==> src/rtl/nibble_serial_adder.sv <==
// ---------------------------------------------------------------------------
// nibble_serial_adder
//
// Multi-cycle DATA_WIDTH-bit adder/subtractor. One 4-bit ripple-carry slice
// is reused once per cycle, least-significant nibble first. The carry passes
// from one cycle to the next through a register. This trades latency
// (NUM_NIB cycles) for a much smaller adder.
//
// Handshake (both sides): a transfer happens on a rising clk edge where
// valid && ready are both high. The producer holds its payload stable while
// valid is high and ready is low. in_ready is high only in IDLE. out_valid is
// high only in DONE, and the result stays stable until it is accepted.
//
// Ports
//   clk        clock; all state changes on the rising edge
//   rst        asynchronous, active-high reset
//   in_valid   operands valid
//   in_ready   block can accept operands (IDLE)
//   a, b       operands, DATA_WIDTH bits
//   cin        carry-in for an add; ignored when sub=1
//   sub        1: a-b, 0: a+b+cin
//   out_valid  result valid (DONE)
//   out_ready  consumer accepts the result
//   s          sum/difference (modulo 2^DATA_WIDTH)
//   cout       final carry-out; for a subtract, 1 means no borrow
//   ovf        two's-complement signed overflow
//   busy       high in RUN or DONE
// ---------------------------------------------------------------------------

// 4-bit ripple-carry full-adder chain (the shared slice).
module add4_slice (
  input  logic [3:0] a,
  input  logic [3:0] b,
  input  logic       ci,
  output logic [3:0] sum,
  output logic       co
);
  logic [4:0] c;

  assign c[0] = ci;

  for (genvar i = 0; i < 4; i++) begin : g_fa
    assign sum[i]  = a[i] ^ b[i] ^ c[i];
    assign c[i+1]  = (a[i] & b[i]) | (c[i] & (a[i] ^ b[i]));
  end

  assign co = c[4];
endmodule

module nibble_serial_adder #(
  parameter int DATA_WIDTH = 32
) (
  input  logic                  clk,
  input  logic                  rst,
  input  logic                  in_valid,
  output logic                  in_ready,
  input  logic [DATA_WIDTH-1:0] a,
  input  logic [DATA_WIDTH-1:0] b,
  input  logic                  cin,
  input  logic                  sub,
  output logic                  out_valid,
  input  logic                  out_ready,
  output logic [DATA_WIDTH-1:0] s,
  output logic                  cout,
  output logic                  ovf,
  output logic                  busy
);
  localparam int NUM_NIB = DATA_WIDTH / 4;
  localparam int CNT_W   = (NUM_NIB > 1) ? $clog2(NUM_NIB) : 1;

  if ((DATA_WIDTH % 4) != 0 || DATA_WIDTH < 8) begin : g_bad_width
    $error("nibble_serial_adder: DATA_WIDTH must be a multiple of 4 and >= 8");
  end

  typedef enum logic [1:0] {
    IDLE = 2'd0,
    RUN  = 2'd1,
    DONE = 2'd2
  } state_t;

  state_t state_q, state_d;

  // Operand shift registers. b_q already holds ~b for a subtract.
  logic [DATA_WIDTH-1:0] a_q, b_q;
  // Result nibbles collected so far. The newest nibble enters at the top.
  logic [DATA_WIDTH-5:0] acc_q;
  logic                  carry_q;
  logic                  a_msb_q, beff_msb_q;
  logic [CNT_W-1:0]      cnt_q;

  // Output registers. They change only on the final RUN edge, so s, cout
  // and ovf keep the last result while the next operation is in flight.
  logic [DATA_WIDTH-1:0] s_q;
  logic                  cout_q, ovf_q;

  logic [3:0]            sum4;
  logic                  co4;
  logic [DATA_WIDTH-1:0] acc_next;
  logic                  accept, last_nib;

  add4_slice u_slice (
    .a   (a_q[3:0]),
    .b   (b_q[3:0]),
    .ci  (carry_q),
    .sum (sum4),
    .co  (co4)
  );

  assign acc_next = {sum4, acc_q};
  assign accept   = in_valid && in_ready;
  assign last_nib = (cnt_q == CNT_W'(NUM_NIB - 1));

  // State register
  always_ff @(posedge clk or posedge rst) begin
    if (rst) begin
      state_q <= IDLE;
    end else begin
      state_q <= state_d;
    end
  end

  // Next state and handshake outputs
  always_comb begin
    state_d   = state_q;
    in_ready  = 1'b0;
    out_valid = 1'b0;
    busy      = 1'b1;
    unique case (state_q)
      IDLE: begin
        in_ready = 1'b1;
        busy     = 1'b0;
        if (in_valid) state_d = RUN;
      end
      RUN: begin
        if (last_nib) state_d = DONE;
      end
      DONE: begin
        out_valid = 1'b1;
        if (out_ready) state_d = IDLE;
      end
      default: begin
        state_d = IDLE;
      end
    endcase
  end

  // Datapath
  always_ff @(posedge clk or posedge rst) begin
    if (rst) begin
      a_q        <= '0;
      b_q        <= '0;
      acc_q      <= '0;
      carry_q    <= 1'b0;
      a_msb_q    <= 1'b0;
      beff_msb_q <= 1'b0;
      cnt_q      <= '0;
      s_q        <= '0;
      cout_q     <= 1'b0;
      ovf_q      <= 1'b0;
    end else if (state_q == IDLE) begin
      if (accept) begin
        a_q        <= a;
        // Subtract as a + ~b + 1: invert b here and force the carry-in.
        b_q        <= sub ? ~b : b;
        carry_q    <= sub ? 1'b1 : cin;
        a_msb_q    <= a[DATA_WIDTH-1];
        beff_msb_q <= sub ? ~b[DATA_WIDTH-1] : b[DATA_WIDTH-1];
        cnt_q      <= '0;
      end
    end else if (state_q == RUN) begin
      acc_q   <= acc_next[DATA_WIDTH-1:4];
      a_q     <= a_q >> 4;
      b_q     <= b_q >> 4;
      carry_q <= co4;
      cnt_q   <= cnt_q + CNT_W'(1);
      if (last_nib) begin
        s_q    <= acc_next;
        cout_q <= co4;
        // Signed overflow: both addends have the same sign but the sum's
        // sign differs. sum4[3] is the result MSB.
        ovf_q  <= (a_msb_q == beff_msb_q) && (sum4[3] != a_msb_q);
      end
    end
  end

  assign s    = s_q;
  assign cout = cout_q;
  assign ovf  = ovf_q;
endmodule

==> config.mk <==
export PLATFORM = sky130hd
export DESIGN_NAME = nibble_serial_adder
export DESIGN_NICKNAME = d
export VERILOG_FILES = /design/src/rtl/nibble_serial_adder.sv
export SDC_FILE = /design/constraint.sdc
export NUM_CORES = 1
export LEC_CHECK = 0
export ABC_AREA = 1
export CAP_MARGIN = 30
export CORE_MARGIN = 2
export CORE_UTILIZATION = 50
export CTS_BUF_LIST = sky130_fd_sc_hd__clkbuf_4 sky130_fd_sc_hd__clkbuf_8
export CTS_CLUSTER_DIAMETER = 80
export DETAILED_ROUTE_END_ITERATION = 12
export GPL_ROUTABILITY_DRIVEN = 0
export GPL_TIMING_DRIVEN = 0
export MAX_ROUTING_LAYER = met4
export PLACE_DENSITY = 0.86
export SLEW_MARGIN = 5
export SYNTH_ARGS = -nofsm -noshare
export SYNTH_HDL_FRONTEND = slang
export SYNTH_SLANG_ARGS = --single-unit
==> constraint.sdc <==
create_clock -name clk -period 4.07 [get_ports clk]
set_clock_uncertainty 0.2 [all_clocks]
set_input_delay 0.6105 -clock clk [delete_from_list [all_inputs] [get_ports clk]]
set_output_delay 0.6105 -clock clk [all_outputs]
set_load 0.03 [all_outputs]
==> results of run 1 <==
-- registers in the layout, summed over array words and instances (netlist names) --
name,flops
a_q,32
b_q,32
s,32
acc_q,28
cnt_q,3
state_q,2
a_msb_q,1
beff_msb_q,1
carry_q,1
cout,1
ovf,1
-- final cells by class --
cell class	count	area, um^2
fill	1055	4400
tap	172	215
sequential	134	3350
clock inverter	15	179
multi-input combinational	587	2470
inverter	73	278
buffer	49	221
timing repair buffer	108	1110
clock buffer	17	234
-- worst min-delay path, cell delays in order, from the launching register on --
cell and delay [ps]:
sky130_fd_sc_hd__dfrtp_1 350, sky130_fd_sc_hd__nand2_1 60, sky130_fd_sc_hd__nand2_1 50
-- power by group through the flow --
| stage | clock, uW | sequential [uW] | combinational [uW] |
|---|---|---|---|
| floorplan | 0 | 2440 | 1440 |
| global placement | 0 | 2210 | 2430 |
| detailed placement | 0 | 2230 | 2510 |
| finish | 1140 | 2220 | 2510 |
| global route | 1210 | 2280 | 2860 |
| CTS | 1150 | 2210 | 2530 |
-- layout by cell type (no fill, tap or decap) --
cell	instances
sky130_fd_sc_hd__o21ai_2	1
sky130_fd_sc_hd__inv_2	2
sky130_fd_sc_hd__xnor2_1	1
sky130_fd_sc_hd__o31ai_1	1
sky130_fd_sc_hd__o21ai_0	57
sky130_fd_sc_hd__clkdlybuf4s50_1	105
sky130_fd_sc_hd__nand2_1	448
sky130_fd_sc_hd__ha_1	2
sky130_fd_sc_hd__inv_6	2
sky130_fd_sc_hd__dfrtp_1	134
sky130_fd_sc_hd__o21ai_1	7
sky130_fd_sc_hd__nand3_1	62
sky130_fd_sc_hd__clkbuf_8	17
sky130_fd_sc_hd__nor2_4	1
sky130_fd_sc_hd__clkinv_4	3
sky130_fd_sc_hd__clkbuf_1	25
sky130_fd_sc_hd__buf_4	3
sky130_fd_sc_hd__bufinv_16	3
sky130_fd_sc_hd__nor2_1	2
sky130_fd_sc_hd__clkinvlp_4	5
sky130_fd_sc_hd__buf_12	3
sky130_fd_sc_hd__clkinv_2	3
sky130_fd_sc_hd__inv_1	70
sky130_fd_sc_hd__fa_1	4
sky130_fd_sc_hd__buf_2	21
sky130_fd_sc_hd__xor2_1	1
-- path summary, 6_finish.rpt --
kind	start	endpoint	slack, ps	depth (start not counted)
max in group asynchronous	rst	b_q[21]$_DFFE_PP0P_	2480	4
worst max-delay path	state_q[0]$_DFFE_PP0P_	in_ready	1020	4
worst max register to register	a_q[0]$_DFFE_PP0P_	ovf$_DFFE_PP0P_	1420	12
worst min-delay path	acc_q[1]$_DFFE_PP0P_	s[1]$_DFFE_PP0P_	280	2
min in group asynchronous	rst	s[20]$_DFFE_PP0P_	380	2
worst min register to register	acc_q[1]$_DFFE_PP0P_	s[1]$_DFFE_PP0P_	280	2
-- metrics by stage --
stage / area, um^2 / total power (uW) / cells
after global routing: 8060 / 6350 / 1155
final: 8060 / 5870 / 1155
after floorplan: 6320 / 3880 / 843
after global placement: 7590 / 4650 / 1120
after CTS: 8060 / 5890 / 1155
after detailed placement: 7650 / 4750 / 1123
-- layer usage --
layer  up-vias  wire length, um
li1       2822                -
met1      2687             6620
met2       158             7050
met3        18              678
met4         0              142
met5         -                0
-- cells by family (layout without fill, tap and decap cells) --
| family | Yosys count | after routing | synth area share, % |
|---|---|---|---|
| buffers and inverters | 122 | 262 | 7.84 |
| flip-flops | 134 | 134 | 53.1 |
| XOR/XNOR | 2 | 2 | 0.277 |
| AND/OR/NAND/NOR | 513 | 513 | 31.8 |
| AO/OA/AOI/OAI | 66 | 66 | 5.33 |
| adder cells (fa/ha/maj) | 6 | 6 | 1.66 |
==> results.md, run 1 <==
- Clock tree sinks: approximately 130
- Fin util: 64.7%
- Iter 0 DRT Violations: ~400
- Y dimension of the die: 116 um
- Busiest layer in global routing: met2
- Endpoint type of the worst setup path: output pin
- Final setup vio count: 0
- Clock slew at reported path FFs: roughly 80 ps
- Critical path class: reg -> out
- Hold crit path type: reg -> reg
- Mean area per synthesized cell: ~7.5 um^2
- Number of warnings reported in the yosys synthesis log: 0
- Wire length of the first global-routing pass: 24,400 um
- Met2 track demand over resource in global routing: 38.1%
- Maximum root-to-sink buffer count: 2
- Worst setup slack after layout: 1020 ps
- TritonCTS clock tree: built
- Width of the chip: between 100 and 150 um
- CTS Hold Buffers Added: 0
- Sum Neg Setup Slack: 0 ps
- Met1 Track Usage GR: a little under a third
- Vias after detailed routing: about 5,700
- Cell breakdown of the critical path: buf_4 -> nor2_4 -> buf_2 -> clkdlybuf4s50_1
- Routed Antenna Nets: 0
- Relative max-transition margin: 61.4%
- Net count of the mapped netlist: slightly above 900
- Post-detailed-route DRC marker count: 0
- Fmax: 328 MHz
- Int Pwr: 3450 uW
- GR Overflow Total: 0
- Mean routed wirelength per cell: 12.5 um
- Arrival time of data at the critical path endpoint: 2240 ps
- Endpoint required time on the critical path: 3260 ps
- Final Hold Vio Count: 0
- Share of the synthesized area in the top cell type: a little over half
- Power per unit of standard cell area: around 730 nW/um^2
- Share of flip-flops with an asynchronous set or reset after synthesis: between 90% and 100%
- Pin count of the biggest net entering global routing: between 40 and 50
- Post-CTS setup repair buffer count: 0
- Worst Max-Slew Pin Slew: 579 ps
- Post-detailed-route via-to-cell ratio: around 5
- Final net count: 1,046
- Flop and latch count out of synthesis: between 100 and 150
- Sequential cell area fraction in the yosys report: 53.1%
- Part of the power in the clock network: between 10% and 20%
- # Max-Cap Violations: 0
- Combinational power share: a little over two fifths
- H-tree lvl count: 4
- Proportion of total power due to net switching: roughly two fifths
- Worst slack, placed: between 1000 and 1500 ps
- HPWL Detailed: around 11,000 um
- Layout cells sized above 1: roughly 6.5%
- Max-slew violations: 0
- Root Buffer: sky130_fd_sc_hd__clkbuf_8
- Number of buffers created by CTS: 17
- Proportion of power drawn by flip-flops and latches: a little under two fifths
- CP delay by family, top: buffers and inverters
- Quantity of I/O buffers inserted on ports: 105
- RSZ-0062 raised after global routing: no
- Final worst hold slack: between 200 and 300 ps
- Die footprint: approximately 14,000 um^2
- Floorplan core area: approximately 12,000 um^2
- Relative area change from synthesis to final layout: 27.6%
- Maximum net fanout on the critical path: 10
- WP buf/inv: 3
- Cells after Synth: 843
- Dominant cells by area after synthesis: sky130_fd_sc_hd__dfrtp_1, sky130_fd_sc_hd__nand2_1, sky130_fd_sc_hd__nand3_1
- Status: finished clean
- TritonRoute pass-1 iters: 5
- GRT Overall Usage: 23.7%
- Number of flops mapped to enable cells by yosys: 0
- Area leader, netlist: sky130_fd_sc_hd__dfrtp_1
- Effective utilization at floorplan: around half
- Grt met3 use: 3.84%
- Leakage dissipation: 0.00425 uW
- Number of distinct library cells after synthesis: 18
- Clk_lat worst skew: about 420 ps
- Cell with the most instances after synthesis: sky130_fd_sc_hd__nand2_1
- Final Cycle Share: between 70% and 80%
- Switching power of the nets: between 2000 and 2500 uW
- Synth Cell Area: between 6000 and 7000 um^2
- Via count of the first global-routing pass: about 5,200
- Max stage delay on crit path: ~700 ps
- Slowest cell on crit path: sky130_fd_sc_hd__clkdlybuf4s50_1
- Antenna violations before repair: 0
- Commonest cells in the netlist: sky130_fd_sc_hd__nand2_1, sky130_fd_sc_hd__dfrtp_1, sky130_fd_sc_hd__inv_1
- Post-layout minimum cycle time: slightly above 3000 ps
- Routed WL: ~14,000 um
- Startpoint kind of the worst setup timing path: flop
- Peak supply drop: 295 uV
- Post-CTS Resized: 0
- Site Rows: 41
- Antenna Cells: 0
- Top FF cell, synth: sky130_fd_sc_hd__dfrtp_1
- # IOs: about 110
Power figures use the tool's default switching activity.
==> run 2, diff against run 1 <==
- PLACE_DENSITY: 0.86 -> 0.83
- clock period: 4.07 -> 2.93 ns (I/O delays scaled with it)
==> run 2 against run 1 <==
Net effect:
- combinational power up 40%
- global-route usage up 0.74 points
- count of clock-buffer cells in the layout unchanged
- clock power up 53%
- setup slack worse by 870 ps
- first-iteration DRC count up 27%
- highest routed layer unchanged
- die area unchanged
- via count up 0.23%
- sequential power up 39%
- non-clock buffer count unchanged
==> results.md, run 2 (synthesis gave the netlist of run 1 again) <==
- Status: finished clean
- WP buf/inv: 3
- Vias after detailed routing: approximately 5,700
- Area of the multi-input gates: ~2500 um^2
- Max-slew violations: 0
- Clk_lat worst skew: roughly 430 ps
- Crit Reg-Reg Endpoint: ovf$_DFFE_PP0P_
- # Max-Cap Violations: 0
- Clock slew at reported path FFs: roughly 80 ps
- Die footprint: 13,600 um^2
- Root Buffer: sky130_fd_sc_hd__clkbuf_8
- Fmax: approximately 360 MHz
- Number of buffers created by CTS: 17
- Cell breakdown of the critical path: inv_2 -> clkbuf_1 -> nor2_1 -> clkdlybuf4s50_1
- Via count of the first global-routing pass: approximately 5,400
- Worst Reg2Reg Path Length in Cells: 12
- H-tree lvl count: 4
- Leakage dissipation: around 0.0043 uW
- Post-layout minimum cycle time: about 2800 ps
- Worst min-delay path startpoint: sub
- Relative max-transition margin: a little under three fifths
- Pin count of the biggest net entering global routing: around 40
- Effective utilization at floorplan: between 50% and 60%
- Most frequent standard cell in the layout excluding fill and tap cells: sky130_fd_sc_hd__nand2_1
- Slowest cell on crit path: sky130_fd_sc_hd__clkdlybuf4s50_1
- Endpoint required time on the critical path: approximately 2300 ps
- Y dimension of the die: 116 um
- Worst slack, placed: approximately 380 ps
- Most frequent cells in the layout: sky130_fd_sc_hd__nand2_1, sky130_fd_sc_hd__dfrtp_1, sky130_fd_sc_hd__clkdlybuf4s50_1
- Number of instances in the placed design: about 1,100
- Proportion of total power due to net switching: 41.3%
- Final net count: roughly 1,000
- Quantity of I/O buffers inserted on ports: approximately 110
- Relative area change from synthesis to final layout: 28.3%
- Part of the power in the clock network: 20.8%
- Power per unit of standard cell area: approximately 1000 nW/um^2
- Post-place instance area: about 7600 um^2
- Arrival time of data at the critical path endpoint: 2140 ps
- Int Pwr: 4900 uW
- Width of the chip: around 120 um
- Hold Path Stages: 4
- Startpoint kind of the worst setup timing path: flop
- Clock tree sinks: 134
- GR Overflow Total: 0
- Routed Antenna Nets: 0
- GRT Overall Usage: approximately a quarter
- CTS Hold Buffers Added: 0
- TritonCTS clock tree: built
- Storage cell area: 3350 um^2
- # IOs: 107
- Sum Neg Setup Slack: 0 ps
- Routed WL: approximately 15,000 um
- Final worst hold slack: 240 ps
- Antenna Cells: 0
- Area of all placed cells without fillers: 8100 um^2
- Hold Path Sink: beff_msb_q$_DFFE_PP0P_
- Number of inserted filler cells in the final layout: approximately 1,000
- Post-CTS setup repair buffer count: 0
- CP delay by family, top: buffers and inverters
- HPWL Detailed: between 10,000 and 15,000 um
- Critical path class: reg -> out
- Wire length of the first global-routing pass: between 20,000 and 30,000 um
- Minimum setup slack among reg-to-reg paths: around 360 ps
- Max stage delay on crit path: around 610 ps
- Post-CTS Resized: 0
- Post-detailed-route DRC marker count: 0
- Maximum net fanout on the critical path: 10
- Layout cells sized above 1: 6.51%
- Non-filler cells in the finished layout: 1,155
- Peak supply drop: 375 uV
- Antenna violations before repair: 0
- Worst setup slack after layout: approximately 160 ps
- Hold crit path type: in -> reg
- Worst Max-Slew Pin Slew: roughly 660 ps
- Final setup vio count: 0
- TritonRoute pass-1 iters: 5
- RSZ-0062 raised after global routing: no
- Post-detailed-route via-to-cell ratio: about 4.9
- Maximum root-to-sink buffer count: 2
- Combinational power share: 42.2%
- Site Rows: 41
- Iter 0 DRT Violations: 510
- Switching power of the nets: between 3000 and 4000 uW
- Proportion of power drawn by flip-flops and latches: a little under two fifths
- Mean routed wirelength per cell: ~13 um
- Launch point of the worst reg-to-reg path: a_q[0]$_DFFE_PP0P_
- Final Cycle Share: a little over nine tenths
- Floorplan core area: 12,500 um^2
- Final Hold Vio Count: 0
- Endpoint type of the worst setup path: output pin
==> run 2: final cells by class <==
type / instances / area share [%]
Tap cell: 172 / 2.66
Multi-Input combinational cell: 587 / 30.5
Inverter: 73 / 3.43
Clock inverter: 15 / 2.70
Clock buffer: 17 / 2.89
Buffer: 49 / 2.73
Sequential cell: 134 / 41.4
Timing Repair Buffer: 108 / 13.7
==> run 2: worst max-delay path by stage <==
stage / to / start / cells after the start
floorplan: ovf$_DFFE_PP0P_ / a_q[0]$_DFFE_PP0P_ / 12
global placement: b_q[11]$_DFFE_PP0P_ / rst / 2
detailed placement: ovf$_DFFE_PP0P_ / a_q[0]$_DFFE_PP0P_ / 12
CTS: in_ready / state_q[0]$_DFFE_PP0P_ / 4
global route: out_valid / state_q[1]$_DFFE_PP0P_ / 4
finish: out_valid / state_q[1]$_DFFE_PP0P_ / 4
==> run 2: through the flow <==
| stage | util (%) | power, uW |
|---|---|---|
| final | 65.0 | 8340 |
| after global routing | 65.0 | 9000 |
| after global placement | 60.9 | 6470 |
| after detailed placement | 61.4 | 6600 |
| after floorplan | - | 5400 |
| after CTS | 65.0 | 8370 |
==> run 2: per-layer routing <==
layer	wire length (um)	vias up	part of all wire (%)	track usage [%]
met1	6670	2660	45	32.3
met4	307	0	2.1	8.65
met5	0	-	0	-
met2	7200	176	48	38.5
li1	-	2829	-	-
met3	711	33	4.8	4.00
==> run 2: worst register-to-register path: stages (launching register included) <==
cell                      delay (ps)
sky130_fd_sc_hd__dfrtp_1         410
sky130_fd_sc_hd__fa_1            410
sky130_fd_sc_hd__inv_1            80
sky130_fd_sc_hd__fa_1            150
sky130_fd_sc_hd__inv_1            50
sky130_fd_sc_hd__fa_1            350
sky130_fd_sc_hd__inv_1            70
sky130_fd_sc_hd__fa_1            460
sky130_fd_sc_hd__nor2_1          120
sky130_fd_sc_hd__nand2_1          50
sky130_fd_sc_hd__nand2_1          60
sky130_fd_sc_hd__nand2_1          50
sky130_fd_sc_hd__nand2_1          60
==> run 2: power groups by stage <==
stage          clock (uW)  sequential [uW]  combinational [uW]
6_report             1740             3090                3520
5_1_grt              1840             3170                3990
4_1_cts              1750             3080                3540
3_5_place_dp            0             3110                3500
3_3_place_gp            0             3080                3390
2_1_floorplan           0             3390                2010
